--- src/rtl/fb_scanout_reader_pkg.sv ---
// Shared constants for the frame-buffer read side: FSM encodings and default geometry
// common with the CSI-2 write side.
package fb_scanout_reader_pkg;

  localparam int FB_H_RES  = 640;
  localparam int FB_V_RES  = 480;
  localparam int FB_ADDR_W = 20;
  localparam int FB_DATA_W = 8;

  localparam logic [1:0] ST_IDLE       = 2'd0;
  localparam logic [1:0] ST_WAIT_FRAME = 2'd1;
  localparam logic [1:0] ST_STREAM     = 2'd2;
  localparam logic [1:0] ST_DRAIN      = 2'd3;

  // Counter width that stays at least 1 bit for degenerate sizes.
  function automatic int cnt_w(input int n);
    return (n > 1) ? $clog2(n) : 1;
  endfunction

endpackage

--- src/rtl/fb_out_fifo2.sv ---
// Two-entry output FIFO carrying {sof, eol, eof, pixel}; head is visible while count != 0.
module fb_out_fifo2 #(
  parameter int W = 11
) (
  input  logic         clk,
  input  logic         resetn,
  input  logic         push,
  input  logic [W-1:0] push_data,
  input  logic         pop,
  output logic [W-1:0] head,
  output logic [1:0]   count
);

  logic [W-1:0] mem0;
  logic [W-1:0] mem1;
  logic         wr_ptr;
  logic         rd_ptr;

  assign head = rd_ptr ? mem1 : mem0;

  // The producer's credit check guarantees no push when full and no pop when empty.
  always_ff @(posedge clk) begin
    if (!resetn) begin
      mem0   <= '0;
      mem1   <= '0;
      wr_ptr <= 1'b0;
      rd_ptr <= 1'b0;
      count  <= 2'd0;
    end else begin
      if (push) begin
        if (wr_ptr) mem1 <= push_data;
        else        mem0 <= push_data;
        wr_ptr <= ~wr_ptr;
      end
      if (pop) rd_ptr <= ~rd_ptr;
      case ({push, pop})
        2'b10:   count <= count + 2'd1;
        2'b01:   count <= count - 2'd1;
        default: count <= count;
      endcase
    end
  end

endmodule

--- src/rtl/fb_scanout_reader.sv ---
// Raster scan-out of one stored frame as a valid/ready pixel stream with SOF/EOL/EOF.
// Optional build macro: FB_READ_MIRROR_EN (horizontal mirror of each line).
module fb_scanout_reader
  import fb_scanout_reader_pkg::*;
#(
  parameter int H_RES     = FB_H_RES,
  parameter int V_RES     = FB_V_RES,
  parameter int ADDR_W    = FB_ADDR_W,
  parameter int DATA_W    = FB_DATA_W,
  parameter int BASE_ADDR = 0
) (
  input  logic              clk,
  input  logic              resetn,
  input  logic              start,
  input  logic              frame_ready,
  input  logic              buf_we,
  output logic [ADDR_W-1:0] rd_addr,
  input  logic [DATA_W-1:0] rd_data,
  output logic [DATA_W-1:0] m_data,
  output logic              m_valid,
  input  logic              m_ready,
  output logic              m_sof,
  output logic              m_eol,
  output logic              m_eof,
  output logic              busy,
  output logic              done,
  output logic [1:0]        dbg_state
);

  localparam int XW = cnt_w(H_RES);
  localparam int YW = cnt_w(V_RES);
  localparam int FW = DATA_W + 3;
  localparam longint unsigned LAST_ADDR =
    longint'(BASE_ADDR) + longint'(H_RES) * longint'(V_RES) - 64'd1;
  localparam bit ADDR_FITS = (ADDR_W >= 64) || (LAST_ADDR < (64'd1 << ADDR_W));

  logic [1:0]        state;
  logic [XW-1:0]     x;
  logic [YW-1:0]     y;
  logic [XW-1:0]     col;
  logic [ADDR_W-1:0] line_base;
  logic              inflight;
  logic [2:0]        inflight_mk;
  logic [2:0]        issue_mk;
  logic [2:0]        occ;
  logic              issue;
  logic              pop;
  logic              x_last;
  logic              y_last;
  logic [1:0]        fifo_count;
  logic [FW-1:0]     head;

  assign x_last = (x == XW'(H_RES - 1));
  assign y_last = (y == YW'(V_RES - 1));

`ifdef FB_READ_MIRROR_EN
  assign col = XW'(H_RES - 1) - x;
`else
  assign col = x;
`endif

  // Outside STREAM the address rests on the current line base (BASE_ADDR when idle).
  assign rd_addr = (state == ST_STREAM) ? line_base + ADDR_W'(col) : line_base;

  // Credit counts a same-cycle pop so a steady stream sustains one pixel per cycle.
  assign occ      = {1'b0, fifo_count} + {2'b00, inflight};
  assign pop      = m_valid && m_ready;
  assign issue    = (state == ST_STREAM) && !buf_we && (occ < (3'd2 + {2'b00, pop}));
  assign issue_mk = {(x == '0) && (y == '0), x_last, x_last && y_last};

  always_ff @(posedge clk) begin
    if (!resetn) begin
      state       <= ST_IDLE;
      x           <= '0;
      y           <= '0;
      line_base   <= ADDR_W'(BASE_ADDR);
      inflight    <= 1'b0;
      inflight_mk <= 3'b000;
      done        <= 1'b0;
    end else begin
      done     <= 1'b0;
      inflight <= issue;
      if (issue) inflight_mk <= issue_mk;
      case (state)
        ST_IDLE: begin
          x         <= '0;
          y         <= '0;
          line_base <= ADDR_W'(BASE_ADDR);
          if (start) state <= ST_WAIT_FRAME;
        end
        ST_WAIT_FRAME: if (frame_ready) state <= ST_STREAM;
        ST_STREAM: if (issue) begin
          if (x_last) begin
            x         <= '0;
            y         <= y + 1'b1;
            line_base <= line_base + ADDR_W'(H_RES);
            if (y_last) state <= ST_DRAIN;
          end else begin
            x <= x + 1'b1;
          end
        end
        ST_DRAIN: if (pop && head[DATA_W]) begin
          state <= ST_IDLE;
          done  <= 1'b1;
        end
        default: state <= ST_IDLE;
      endcase
    end
  end

  fb_out_fifo2 #(.W(FW)) u_fifo (
    .clk       (clk),
    .resetn    (resetn),
    .push      (inflight),
    .push_data ({inflight_mk, rd_data}),
    .pop       (pop),
    .head      (head),
    .count     (fifo_count)
  );

  // Stale head contents are masked so every stream output reads 0 when nothing is valid.
  assign m_valid   = (fifo_count != 2'd0);
  assign m_data    = m_valid ? head[DATA_W-1:0] : '0;
  assign m_eof     = m_valid && head[DATA_W];
  assign m_eol     = m_valid && head[DATA_W+1];
  assign m_sof     = m_valid && head[DATA_W+2];
  assign busy      = (state != ST_IDLE);
  assign dbg_state = state;

  always_ff @(posedge clk) begin
    if (resetn) assert (ADDR_FITS) else $error("fb_scanout_reader: last frame address exceeds ADDR_W");
  end

endmodule

--- config.mk ---
export PLATFORM = sky130hd
export DESIGN_NAME = fb_scanout_reader
export DESIGN_NICKNAME = d
export VERILOG_FILES = /design/src/rtl/fb_scanout_reader_pkg.sv /design/src/rtl/fb_out_fifo2.sv /design/src/rtl/fb_scanout_reader.sv
export SDC_FILE = /design/constraint.sdc
export NUM_CORES = 1
export LEC_CHECK = 0
export ABC_CLOCK_PERIOD_IN_PS = 4650
export CAP_MARGIN = 20
export CORE_MARGIN = 5
export CORE_UTILIZATION = 26
export CTS_BUF_LIST = sky130_fd_sc_hd__clkbuf_2
export DETAILED_ROUTE_END_ITERATION = 10
export PLACE_DENSITY_LB_ADDON = 0.3
export SLEW_MARGIN = 10
export SYNTH_ARGS = -nofsm -noshare
export SYNTH_HDL_FRONTEND = slang
export SYNTH_SLANG_ARGS = --single-unit
--- constraint.sdc ---
create_clock -name clk -period 4.65 [get_ports clk]
set_input_delay 1.1625 -clock clk [delete_from_list [all_inputs] [get_ports clk]]
set_output_delay 1.1625 -clock clk [all_outputs]
set_load 0.01 [all_outputs]
Word-level counts from Yosys, hierarchy flattened. Index checks and enable logic that the tools add are counted.

Output and inout port bits: 36. Register bits: 72.

Add/subtract/negate cells: 8. Magnitude comparators: 1. Reduce and logical (&&, ||, !) cells: 23. Muxes and demuxes: 21. Bitwise operators: 2. Equal/unequal tests: 13.

Operator list (number): 20-bit two-way mux (3); 20-bit one-hot mux with 2 select lines (1); 20-bit by 10-bit adder with 20-bit output (1); 20-bit by 10-bit adder with 20-bit output, second input constant (1); 10-bit two-way mux (2); 10-bit one-hot mux with 2 select lines (1); 9-bit two-way mux (2); 9-bit one-hot mux with 2 select lines (1); 2-bit two-way mux (6); 2-bit != test, second input constant (6); 11-bit two-way mux (1); 10-bit by 1-bit adder with 10-bit output, second input constant (1); 10-bit equality test, second input constant (1); 10-bit logical NOT (1); 9-bit by 1-bit adder with 9-bit output, second input constant (1); 9-bit equality test, second input constant (1); 1-bit logical AND (9); 9-bit logical NOT (1); 8-bit two-way mux (1); 2-bit one-hot mux with 4 select lines (1); 2-bit AND reduction (4); 2-bit nonzero test (4); 2-bit equality test, second input constant (3); 6-bit AND reduction (1); 12 further kinds (14).

Logic depth before layout (Yosys ltp). Gate-level depths: netlist (run 1).

Word-level depth: 7. Gate-level depth with buffers: 8. Depth with buffers taken out: 7.

By module. Synthesis (run 1) repeated with hierarchy kept, for this count alone.

Cells, all modules: 428. Area, all modules: 3520.9 µm².

By module, submodules not included: fb_scanout_reader (instances 1, sequential area each 780.7 µm², cells an instance 302, area each 2397.3 µm²); fb_out_fifo2 (instances 1, sequential area each 520.5 µm², cells an instance 126, area each 1123.6 µm²).

Worst setup path after synthesis (run 1). No wires, ideal clock.

Path type: register to output. Start point: register x[8] (netlist: col[8]). End point: output rd_addr[19]. Setup slack: 1.735 ns. Required time: 3.488 ns. Cell stages (with the launch flop): 8. Arrival time: 1.753 ns. Cells stage by stage: dfxtp_1 -> ha_1 -> a21o_1 -> a21oi_1 -> or3_1 -> clkbuf_1 -> nor3_1 -> xnor2_1.

Longest elaborated chain between the ends: 2.

RTL lines: from (decl) (line fb_scanout_reader.sv:38) `logic [XW-1:0] x;`; from (signal assigned) (line fb_scanout_reader.sv:99) `x <= x + 1'b1;`; 20-bit by 10-bit adder with 20-bit output (line fb_scanout_reader.sv:63) `assign rd_addr = (state == ST_STREAM) ? line_base + ADDR_W'(col) : line_base;`; 20-bit two-way mux (line fb_scanout_reader.sv:63); to (decl) (line fb_scanout_reader.sv:17) `output logic [ADDR_W-1:0] rd_addr,`.

No other way between the ends.

Final worst setup path (run 1). Ends and elaborated chain as after synthesis.

==> results of run 1 <==
power groups by stage:
stage	registers, mW	logic, mW	clock network (mW)
CTS	0.604	0.461	0.358
finish	0.603	0.455	0.344
global route	0.608	0.504	0.384
detailed placement	0.615	0.458	0
floorplan	0.608	0.286	0
global placement	0.614	0.452	0
through the flow:
step / hold slack, ns / worst slack, ns / total power [mW] / util / cells
floorplan: 0.422 / 1.73 / 0.894 / - / 453
global placement: 0.438 / 1.14 / 1.07 / 0.314 / 657
detailed placement: 0.441 / 1.10 / 1.07 / 0.314 / 657
CTS: 0.469 / 0.476 / 1.42 / 0.323 / 673
global route: 0.484 / 0.302 / 1.50 / 0.323 / 673
finish: 0.467 / 0.516 / 1.40 / 0.323 / 673
logic make-up (layout without fill, tap and decap cells):
group	after synthesis	in the layout	share of synthesized area
XOR/XNOR	18	18	0.0446
adder cells (fa/ha/maj)	15	15	0.0531
AND/OR/NAND/NOR	194	194	0.259
flip-flops	65	65	0.368
buffers and inverters	45	89	0.0489
multiplexers	16	16	0.0460
AO/OA/AOI/OAI	100	100	0.180
how the worst min path moves through the flow:
stage	to	slack [ns]	depth (start not counted)
2_1_floorplan	line_base[19]	0.42	1
3_3_place_gp	line_base[19]	0.44	1
3_5_place_dp	line_base[19]	0.44	1
4_1_cts	u_fifo.mem0[4]	0.47	2
5_1_grt	u_fifo.mem0[10]	0.48	2
6_report	u_fifo.mem0[4]	0.47	2
registers in the layout (all words and copies together), names as in the netlist:
name           cells
col               10
dbg_state          2
done               1
inflight           1
inflight_mk        3
line_base         13
u_fifo.count       2
u_fifo.mem0       11
u_fifo.mem1       11
u_fifo.rd_ptr      1
u_fifo.wr_ptr      1
y                  9
synth_stat cells (2+ instances only):
| cell type | n | area, um^2 |
|---|---|---|
| nand3_1 | 17 | 85.1 |
| and2_1 | 8 | 50.1 |
| ha_1 | 15 | 188 |
| nand4_1 | 5 | 31.3 |
| buf_2 | 2 | 10.0 |
| a31oi_1 | 3 | 18.8 |
| mux2_2 | 2 | 22.5 |
| nor4_1 | 6 | 37.5 |
| dfxtp_1 | 65 | 1300 |
| mux2i_1 | 14 | 140 |
| or3_1 | 12 | 75.1 |
| and3_1 | 5 | 31.3 |
| xnor2_1 | 10 | 87.6 |
| xor2_1 | 8 | 70.1 |
| a311o_1 | 2 | 20.0 |
| a311oi_1 | 4 | 35.0 |
| clkbuf_1 | 16 | 60.1 |
| nor3_1 | 6 | 30.0 |
| nand2_1 | 75 | 282 |
| o221a_2 | 3 | 33.8 |
| o211ai_1 | 2 | 15.0 |
| inv_1 | 20 | 75.1 |
| buf_1 | 6 | 22.5 |
| o211a_1 | 2 | 20.0 |
| or4_1 | 5 | 37.5 |
| a21oi_1 | 50 | 250 |
| o31ai_1 | 4 | 30.0 |
| a41oi_1 | 3 | 26.3 |
| o21ai_0 | 12 | 60.1 |
| nor2_1 | 43 | 161 |
| or2_2 | 3 | 18.8 |
| o22ai_1 | 2 | 12.5 |
routing by layer:
metal,part of all wire,routed length [um],global-route usage,vias to the layer above
li1,-,-,-,1666
met1,0.46,4550,0.162,1524
met2,0.46,4530,0.197,102
met3,0.072,715,0.0492,9
met4,0.012,118,0.0290,0
met5,0,0,0,-
worst max-delay path: stages (launching register included):
cell	delay, ns
dfxtp_1	0.39
ha_1	0.32
a21o_1	0.16
a21oi_1	0.09
or3_1	0.49
nor3_1	0.28
xnor2_1	0.15
clkdlybuf4s50_1	0.56
cell type report:
cell class                 count  area [um^2]  share of cell area
clock buffer                   9         45.0              0.0105
sequential                    65         1300               0.303
timing repair buffer          53          520               0.121
multi-input combinational    343         2060               0.480
inverter                      20         75.1              0.0175
clock inverter                 7         71.3              0.0166
tap                          176          220              0.0513
cells in the final DEF, fill, tap and decap left out, types with 14 or more instances in the layout:
master           count
nand2_1             75
dfxtp_1             65
a21oi_1             50
clkdlybuf4s50_1     49
nor2_1              43
inv_1               20
nand3_1             17
ha_1                15
mux2i_1             14
==> metrics.md, run 1 <==
| Metric | Value |
|---|---|
| Clock Power Share | 0.246 |
| Worst EP arrival | between 2 and 3 ns |
| Maximum vdd drop | between 0.1 and 0.15 mV |
| CTS Hold Buffers Added | 0 |
| # Post-CTS Setup Buffers | 0 |
| Run status | complete, no violations |
| Placed Area | ~0.0042 mm^2 |
| Total Wirelength | roughly 9900 um |
| TritonCTS Buffers | 9 |
| Seq/Total Area, Yosys | 0.368 |
| Ys flop type | dfxtp_1 |
| Worst-path fanout max | 8 |
| Fmax | 242 MHz |
| Reg power frac | 0.430 |
| Crit end category | primary output |
| Antenna viol nets, final | 0 |
| GRT Util Overall | 0.125 |
| Htree depth | 3 |
| Clk_lat worst skew | 0.53 ns |
| Setup violators final | 0 |
| Via density | ~4.9 |
| Std-Cell Rows | 42 |
| Synthesis-stage register bit count | 65 |
| Port Buffers | 49 |
| Hold Crit Start | u_fifo.mem0[4] |
| Reg2reg start | dbg_state[1] |
| Setup crit start | col[8] |
| FF-to-FF End | line_base[16] |
| Placer Congestion | ~0.84 |
| Switching fraction of total power | 0.395 |
| P_leak | between 1 and 1.5 nW |
| GRT overflow | 0 |
| CTS Buffer Depth | 2 |
| Die width | around 130 um |
| Relative slew slack | 0.352 |
| Initial core utilization | 0.266 |
| Core Footprint | ~0.013 mm^2 |
| First-pass GRT wire length | roughly 16,000 um |
| Synth Instances | approximately 450 |
| Max-slew violation count | 0 |
| Int Pwr | ~850 uW |
| Die extent in y | around 130 um |
| Critical path class | reg -> out |
| Hpwl dp | 6900 um |
| Final instance area | ~0.0043 mm^2 |
| RSZ-0062 raised after global routing | no |
| Worst Path Required | ~3.5 ns |
| Worst min path class | reg -> reg |
| CTS resizes | 0 |
| CTS sink count | between 60 and 70 |
| Fin nets | approximately 520 |
| End point of the critical path | rd_addr[19] |
| Ports | 50 |
| R2r worst-path depth | 7 |
| Post-synth EDFFs | 0 |
| Area of the die | around 0.016 mm^2 |
| Pre-antenna DRT Iters | 4 |
| Synth Net Count | 482 |
| Synth unique cells | between 50 and 60 |
| Kind of start point of the critical path | flop |
| Reg clk slew, reported paths | about 0.20 ns |
| Worst Tran Pin Value | a little under 1 ns |
| Final min period | 4.13 ns |
| Setup TNS | 0 ns |
| Combinational power share | 0.324 |
| Antenna Cells | 0 |
| Via count | between 3,000 and 4,000 |
| Psw | between 500 and 600 uW |
| Clock Skew | 0.0220 ns |
| Yosys warnings | 0 |
| Worst R2R Setup Slack | 1.86 ns |
| CTS Root Cell | clkbuf_2 |
| Power density cells | about 330 mW/mm^2 |
| Crit share post-route | 0.889 |
| Largest net degree at the start of global routing | 39 |
| Max-cap violation count | 0 |
| Number of fill cells in the layout | 1,416 |
| Wire per inst | between 10 and 15 um |
| Vias in the first global route | approximately 3,300 |
| Ys async rst share | 0 |
| Share of cells above drive strength 1 | 0.0644 |
| Residual DRC | 0 |
| Syn Area/Cell | just under 8 um^2 |
| CTS tree | yes |
| Initial antenna violation count | 0 |
| Final Hold Viols | 0 |
| DRT iter0 DRCs | between 150 and 200 |
| Cell Area, Synth | about 0.0035 mm^2 |
| Area Growth Syn to Fin | 21.5% |
Power figures use the tool's default switching activity.
==> run 2, diff against run 1 <==
--- a/config.mk
+++ b/config.mk
@@ -7,8 +7,9 @@
 export LEC_CHECK = 0
 export ABC_CLOCK_PERIOD_IN_PS = 4650
 export CAP_MARGIN = 20
+export CORE_ASPECT_RATIO = 0.9
 export CORE_MARGIN = 5
-export CORE_UTILIZATION = 26
+export CORE_UTILIZATION = 25
 export CTS_BUF_LIST = sky130_fd_sc_hd__clkbuf_2
 export DETAILED_ROUTE_END_ITERATION = 10
 export PLACE_DENSITY_LB_ADDON = 0.3
==> metrics.md, run 2 (same netlist as run 1, synthesis figures left out) <==
| Metric | Value |
|---|---|
| Worst-path fanout max | 8 |
| GRT overflow | 0 |
| Ports | 50 |
| CTS Hold Buffers Added | 0 |
| Maximum vdd drop | between 0.15 and 0.2 mV |
| Reg clk slew, reported paths | 0.20 ns |
| Most frequent cells in the layout | 75 x nand2_1, 65 x dfxtp_1, 50 x a21oi_1 |
| Largest Register | line_base |
| Core Footprint | roughly 0.014 mm^2 |
| CTS tree | yes |
| Port Buffers | around 50 |
| Initial antenna violation count | 1 |
| Worst hold endpoint | line_base[19] |
| Std-Cell Rows | 41 |
| Worst Tran Pin Value | 0.985 ns |
| Placer Congestion | between 0.8 and 0.9 |
| Area of the die | between 0.015 and 0.02 mm^2 |
| Switching fraction of total power | 0.387 |
| Wire per inst | roughly 14 um |
| RSZ-0062 raised after global routing | no |
| Hold depth | 1 |
| DRT iter0 DRCs | around 350 |
| Largest regs | line_base x13, u_fifo.mem0 x11, u_fifo.mem1 x11 |
| CTS sink count | 65 |
| Fin nets | between 500 and 600 |
| Die extent in y | ~120 um |
| Commonest non-fill, non-tap cell in the layout | nand2_1 |
| Relative slew slack | 0.340 |
| Die width | ~140 um |
| Setup violators final | 0 |
| Reg power frac | 0.408 |
| Worst R2R Setup Slack | approximately 1.9 ns |
| FF-to-FF End | line_base[16] |
| CTS resizes | 0 |
| Clock Skew | between 0.01 and 0.015 ns |
| Final WS setup | approximately 0.53 ns |
| Max-slew violation count | 0 |
| TritonCTS Buffers | 9 |
| Placed Area | 0.00419 mm^2 |
| Clock Power Share | 0.283 |
| Final min period | approximately 4 ns |
| Pre-antenna DRT Iters | 5 |
| Worst Path Required | 3.49 ns |
| Worst min path class | reg -> reg |
| Initial core utilization | 0.253 |
| Residual DRC | 0 |
| Setup slack at placement | around 1.1 ns |
| # Post-CTS Setup Buffers | 0 |
| First-pass GRT wire length | 15,700 um |
| Worst-path cell chain | ha_1, a21o_1, a21oi_1, or3_1, nor3_1, xnor2_1, clkdlybuf4s50_1 |
| Crit end category | primary output |
| Int Pwr | ~900 uW |
| Setup TNS | 0 ns |
| Largest net degree at the start of global routing | 44 |
| Antenna viol nets, final | 0 |
| Combinational power share | 0.309 |
| Crit path buffers/inverters | 1 |
| Top delay family on crit path | simple AND/OR/NAND/NOR gates |
| Number of fill cells in the layout | 1,505 |
| Critical path class | reg -> out |
| Worst path max stage delay | between 0.5 and 0.6 ns |
| Max reg flops | 13 |
| CTS Root Cell | clkbuf_2 |
| Area Growth Syn to Fin | 22.8% |
| Power density cells | about 340 mW/mm^2 |
| Via density | 4.91 |
| Run status | complete, no violations |
| Total Wirelength | just under 10,000 um |
| Htree depth | 3 |
| GRT Util Overall | 0.120 |
| Vias in the first global route | roughly 3,100 |
| Fmax | roughly 240 MHz |
| Hpwl dp | 6940 um |
| Share of cells above drive strength 1 | 0.0625 |
| Hold Crit Start | line_base[19] |
| Via count | 3,385 |
| Psw | 570 uW |
| Kind of start point of the critical path | flop |
| Final instance area | between 0.004 and 0.005 mm^2 |
| Clk_lat worst skew | approximately 0.53 ns |
| R2r worst-path depth | 8 |
| Worst EP arrival | around 3.0 ns |
| Reg2reg start | dbg_state[0] |
| Slowest CP cell | clkdlybuf4s50_1 |
| Final Hold Viols | 0 |
| P_leak | 1.45 nW |
| Max-cap violation count | 0 |
| Crit share post-route | 0.887 |
| CTS Buffer Depth | 2 |
-- run 2: cell types whose count changed in the layout (fill, tap and decap cells not counted), sizes merged --
| cell | delta |
|---|---|
| clkinvlp | -2 |
| inv | +1 |
| diode | +1 |
| bufinv | +1 |
| buf | -1 |
-- run 2: routing by layer --
metal,share of wire,GRT usage,vias up
met5,0,0,-
met4,0.030,0.0655,0
met3,0.038,0.0176,21
met2,0.48,0.192,76
met1,0.45,0.154,1614
li1,-,-,1674
-- run 2: final cells by class --
cell class	instances	area [um^2]	area share
multi-input combinational	343	2060	0.474
sequential	65	1300	0.300
timing repair buffer	52	513	0.118
tap	193	241	0.0557
clock inverter	7	103	0.0236
inverter	20	75.1	0.0173
clock buffer	9	45.0	0.0104
antenna	1	2.50	0.000577
-- run 2: power groups by stage --
stage / combinational [mW] / sequential (mW) / clock (mW)
floorplan: 0.286 / 0.608 / 0
global placement: 0.450 / 0.612 / 0
detailed placement: 0.453 / 0.613 / 0
CTS: 0.454 / 0.602 / 0.429
global route: 0.502 / 0.605 / 0.449
finish: 0.455 / 0.601 / 0.417
-- run 2: worst max-delay path by stage --
stage	startpoint	endpoint	cells past startpoint
6_report	line_base[8]	rd_addr[19]	7
5_1_grt	col[8]	rd_addr[19]	7
4_1_cts	col[8]	rd_addr[19]	7
3_5_place_dp	m_ready	col[9]	6
3_3_place_gp	col[8]	rd_addr[19]	7
2_1_floorplan	col[8]	rd_addr[19]	7
-- run 2: stage by stage --
| step | power, mW | hold WS (ns) | utilization | std cells |
|---|---|---|---|---|
| after global routing | 1.56 | 0.482 | 0.311 | 690 |
| after detailed placement | 1.07 | 0.437 | 0.300 | 673 |
| after CTS | 1.48 | 0.464 | 0.311 | 689 |
| after global placement | 1.06 | 0.438 | 0.300 | 673 |
| after floorplan | 0.894 | 0.422 | - | 453 |
| final | 1.47 | 0.466 | 0.311 | 690 |
-- run 2: worst register-to-register path, delay by kind of cell (launching register included) --
family | cells | cell delay [ns]
compound gates | 1 | 0.29
fa+ha+maj | 1 | 0.17
buf+inv | 2 | 0.37
flops | 1 | 0.39
simple gates | 4 | 1.47
==> run 3, diff against run 2 <==
--- a/config.mk
+++ b/config.mk
@@ -7,7 +7,6 @@
 export LEC_CHECK = 0
 export ABC_CLOCK_PERIOD_IN_PS = 4650
 export CAP_MARGIN = 20
-export CORE_ASPECT_RATIO = 0.9
 export CORE_MARGIN = 5
 export CORE_UTILIZATION = 25
 export CTS_BUF_LIST = sky130_fd_sc_hd__clkbuf_2
==> metrics.md, run 3 (same netlist as run 1, synthesis figures left out) <==
| Metric | Value |
|---|---|
| Initial core utilization | 0.254 |
| Register area | about 0.0013 mm^2 |
| Core Footprint | around 0.014 mm^2 |
| Number of fill cells in the layout | around 1,500 |
| Commonest non-fill, non-tap cell in the layout | nand2_1 |
| Max-slew violation count | 0 |
| WL met2 | approximately 4600 um |
| Max reg flops | 13 |
| Placed Area | ~0.0042 mm^2 |
| Power density cells | about 330 mW/mm^2 |
| P_leak | ~1.4 nW |
| Largest Register | line_base |
| First-pass GRT wire length | around 17,000 um |
| Critical path class | reg -> out |
| Hold Slack | approximately 0.46 ns |
| Final Hold Viols | 0 |
| Setup TNS | 0 ns |
| CTS resizes | 0 |
| Antenna viol nets, final | 0 |
| Most frequent cells in the layout | 75 x nand2_1, 65 x dfxtp_1, 50 x a21oi_1 |
| Largest net degree at the start of global routing | between 40 and 50 |
| Crit share post-route | 0.876 |
| Vias in the first global route | around 3,300 |
| WL met3 | roughly 570 um |
| Final instance area | 0.00428 mm^2 |
| Placed insts | 661 |
| GRT overflow | 0 |
| Area of the die | around 0.017 mm^2 |
| Wire per inst | between 10 and 15 um |
| Worst min path class | reg -> reg |
| DRT iter0 DRCs | between 200 and 300 |
| Residual DRC | 0 |
| Final cell utilization of the core | 0.309 |
| Ports | 50 |
| Die width | 129 um |
| Area Growth Syn to Fin | 21.3% |
| Reg clk slew, reported paths | approximately 0.17 ns |
| Via count | about 3,300 |
| Htree depth | 3 |
| RSZ-0062 raised after global routing | no |
| Port Buffers | just under 50 |
| Largest regs | line_base x13, u_fifo.mem0 x11, u_fifo.mem1 x11 |
| TritonCTS Buffers | 9 |
| # Post-CTS Setup Buffers | 0 |
| Relative slew slack | 0.317 |
| CTS tree | yes |
| Antenna Cells | 0 |
| Worst Tran Pin Value | approximately 1.0 ns |
| Die extent in y | around 130 um |
| Kind of start point of the critical path | flop |
| CTS sink count | 65 |
| GRT Util Overall | 0.124 |
| Placer Congestion | between 0.8 and 0.9 |
| Max-cap violation count | 0 |
| CTS Buffer Depth | 2 |
| Worst Path Required | 3.49 ns |
| Footprint of the multi-input gates | between 0.002 and 0.0025 mm^2 |
| Worst-path fanout max | 8 |
| Setup violators final | 0 |
| Clk_lat worst skew | 0.51 ns |
| Finished Layout Cells | roughly 680 |
| Share of cells above drive strength 1 | 0.0624 |
| Via density | between 4 and 5 |
| Maximum vdd drop | around 0.13 mV |
| Hpwl dp | 6930 um |
| Top sig layer | met4 |
| Crit end category | primary output |
| CTS Hold Buffers Added | 0 |
| Worst EP arrival | 2.91 ns |
| Worst R2R Setup Slack | about 1.9 ns |
| Fin nets | between 500 and 600 |
| Wl on met1 | approximately 4800 um |
| CTS Root Cell | clkbuf_2 |
| Final min period | 4.07 ns |
| Fmax | around 250 MHz |
| Run status | complete, no violations |
| Pre-antenna DRT Iters | 4 |
| Clock Skew | 0.0157 ns |
| Std-Cell Rows | 43 |
| Total Wirelength | 10,000 um |
| Initial antenna violation count | 0 |
[run 3: cell count changes in the layout (fill, tap and decap cells not counted)]
| cell | before | now |
|---|---|---|
| buf_4 | 3 | 4 |
| bufinv_16 | 2 | 1 |
| inv_6 | 1 | 0 |
| clkinv_2 | 0 | 2 |
| clkinv_4 | 3 | 0 |
| diode_2 | 1 | 0 |
| clkinvlp_4 | 1 | 0 |
| clkbuf_2 | 9 | 12 |
| clkinv_1 | 0 | 1 |
[run 3: through the flow]
stage / power [mW] / setup WS, ns
6_report: 1.39 / 0.576
4_1_cts: 1.41 / 0.502
2_1_floorplan: 0.894 / 1.73
3_3_place_gp: 1.07 / 1.13
3_5_place_dp: 1.07 / 1.12
5_1_grt: 1.48 / 0.341
[run 3: where the power goes]
part / internal [mW] / switching, mW
Combinational: 0.149 / 0.313
Sequential: 0.576 / 0.0255
Clock: 0.128 / 0.202
[run 3: critical path, cell delays in order (launching register included)]
cell             delay (ns)
dfxtp_1                0.39
ha_1                   0.32
a21o_1                 0.15
a21oi_1                0.09
or3_1                  0.50
nor3_1                 0.27
xnor2_1                0.14
clkdlybuf4s50_1        0.55
[run 3: cell type report]
class                           instances  area share
Multi-Input combinational cell        343       0.480
Sequential cell                        65       0.304
Timing Repair Buffer                   53       0.121
Tap cell                              180      0.0526
Inverter                               20      0.0175
Clock buffer                           12      0.0140
Clock inverter                          4      0.0102
[run 3: final timing paths]
path,from,to,cells after the start
worst max-delay path,col[8],rd_addr[19],7
worst min-delay path,line_base[19],line_base[19],1
worst max register to register,dbg_state[0],line_base[16],8
worst min register to register,line_base[19],line_base[19],1
[run 3: metal layers]
layer  vias to the layer above  track usage
met5                         -            0
met3                        11       0.0378
li1                       1667            -
met2                        87        0.198
met4                         0       0.0371
met1                      1563        0.163
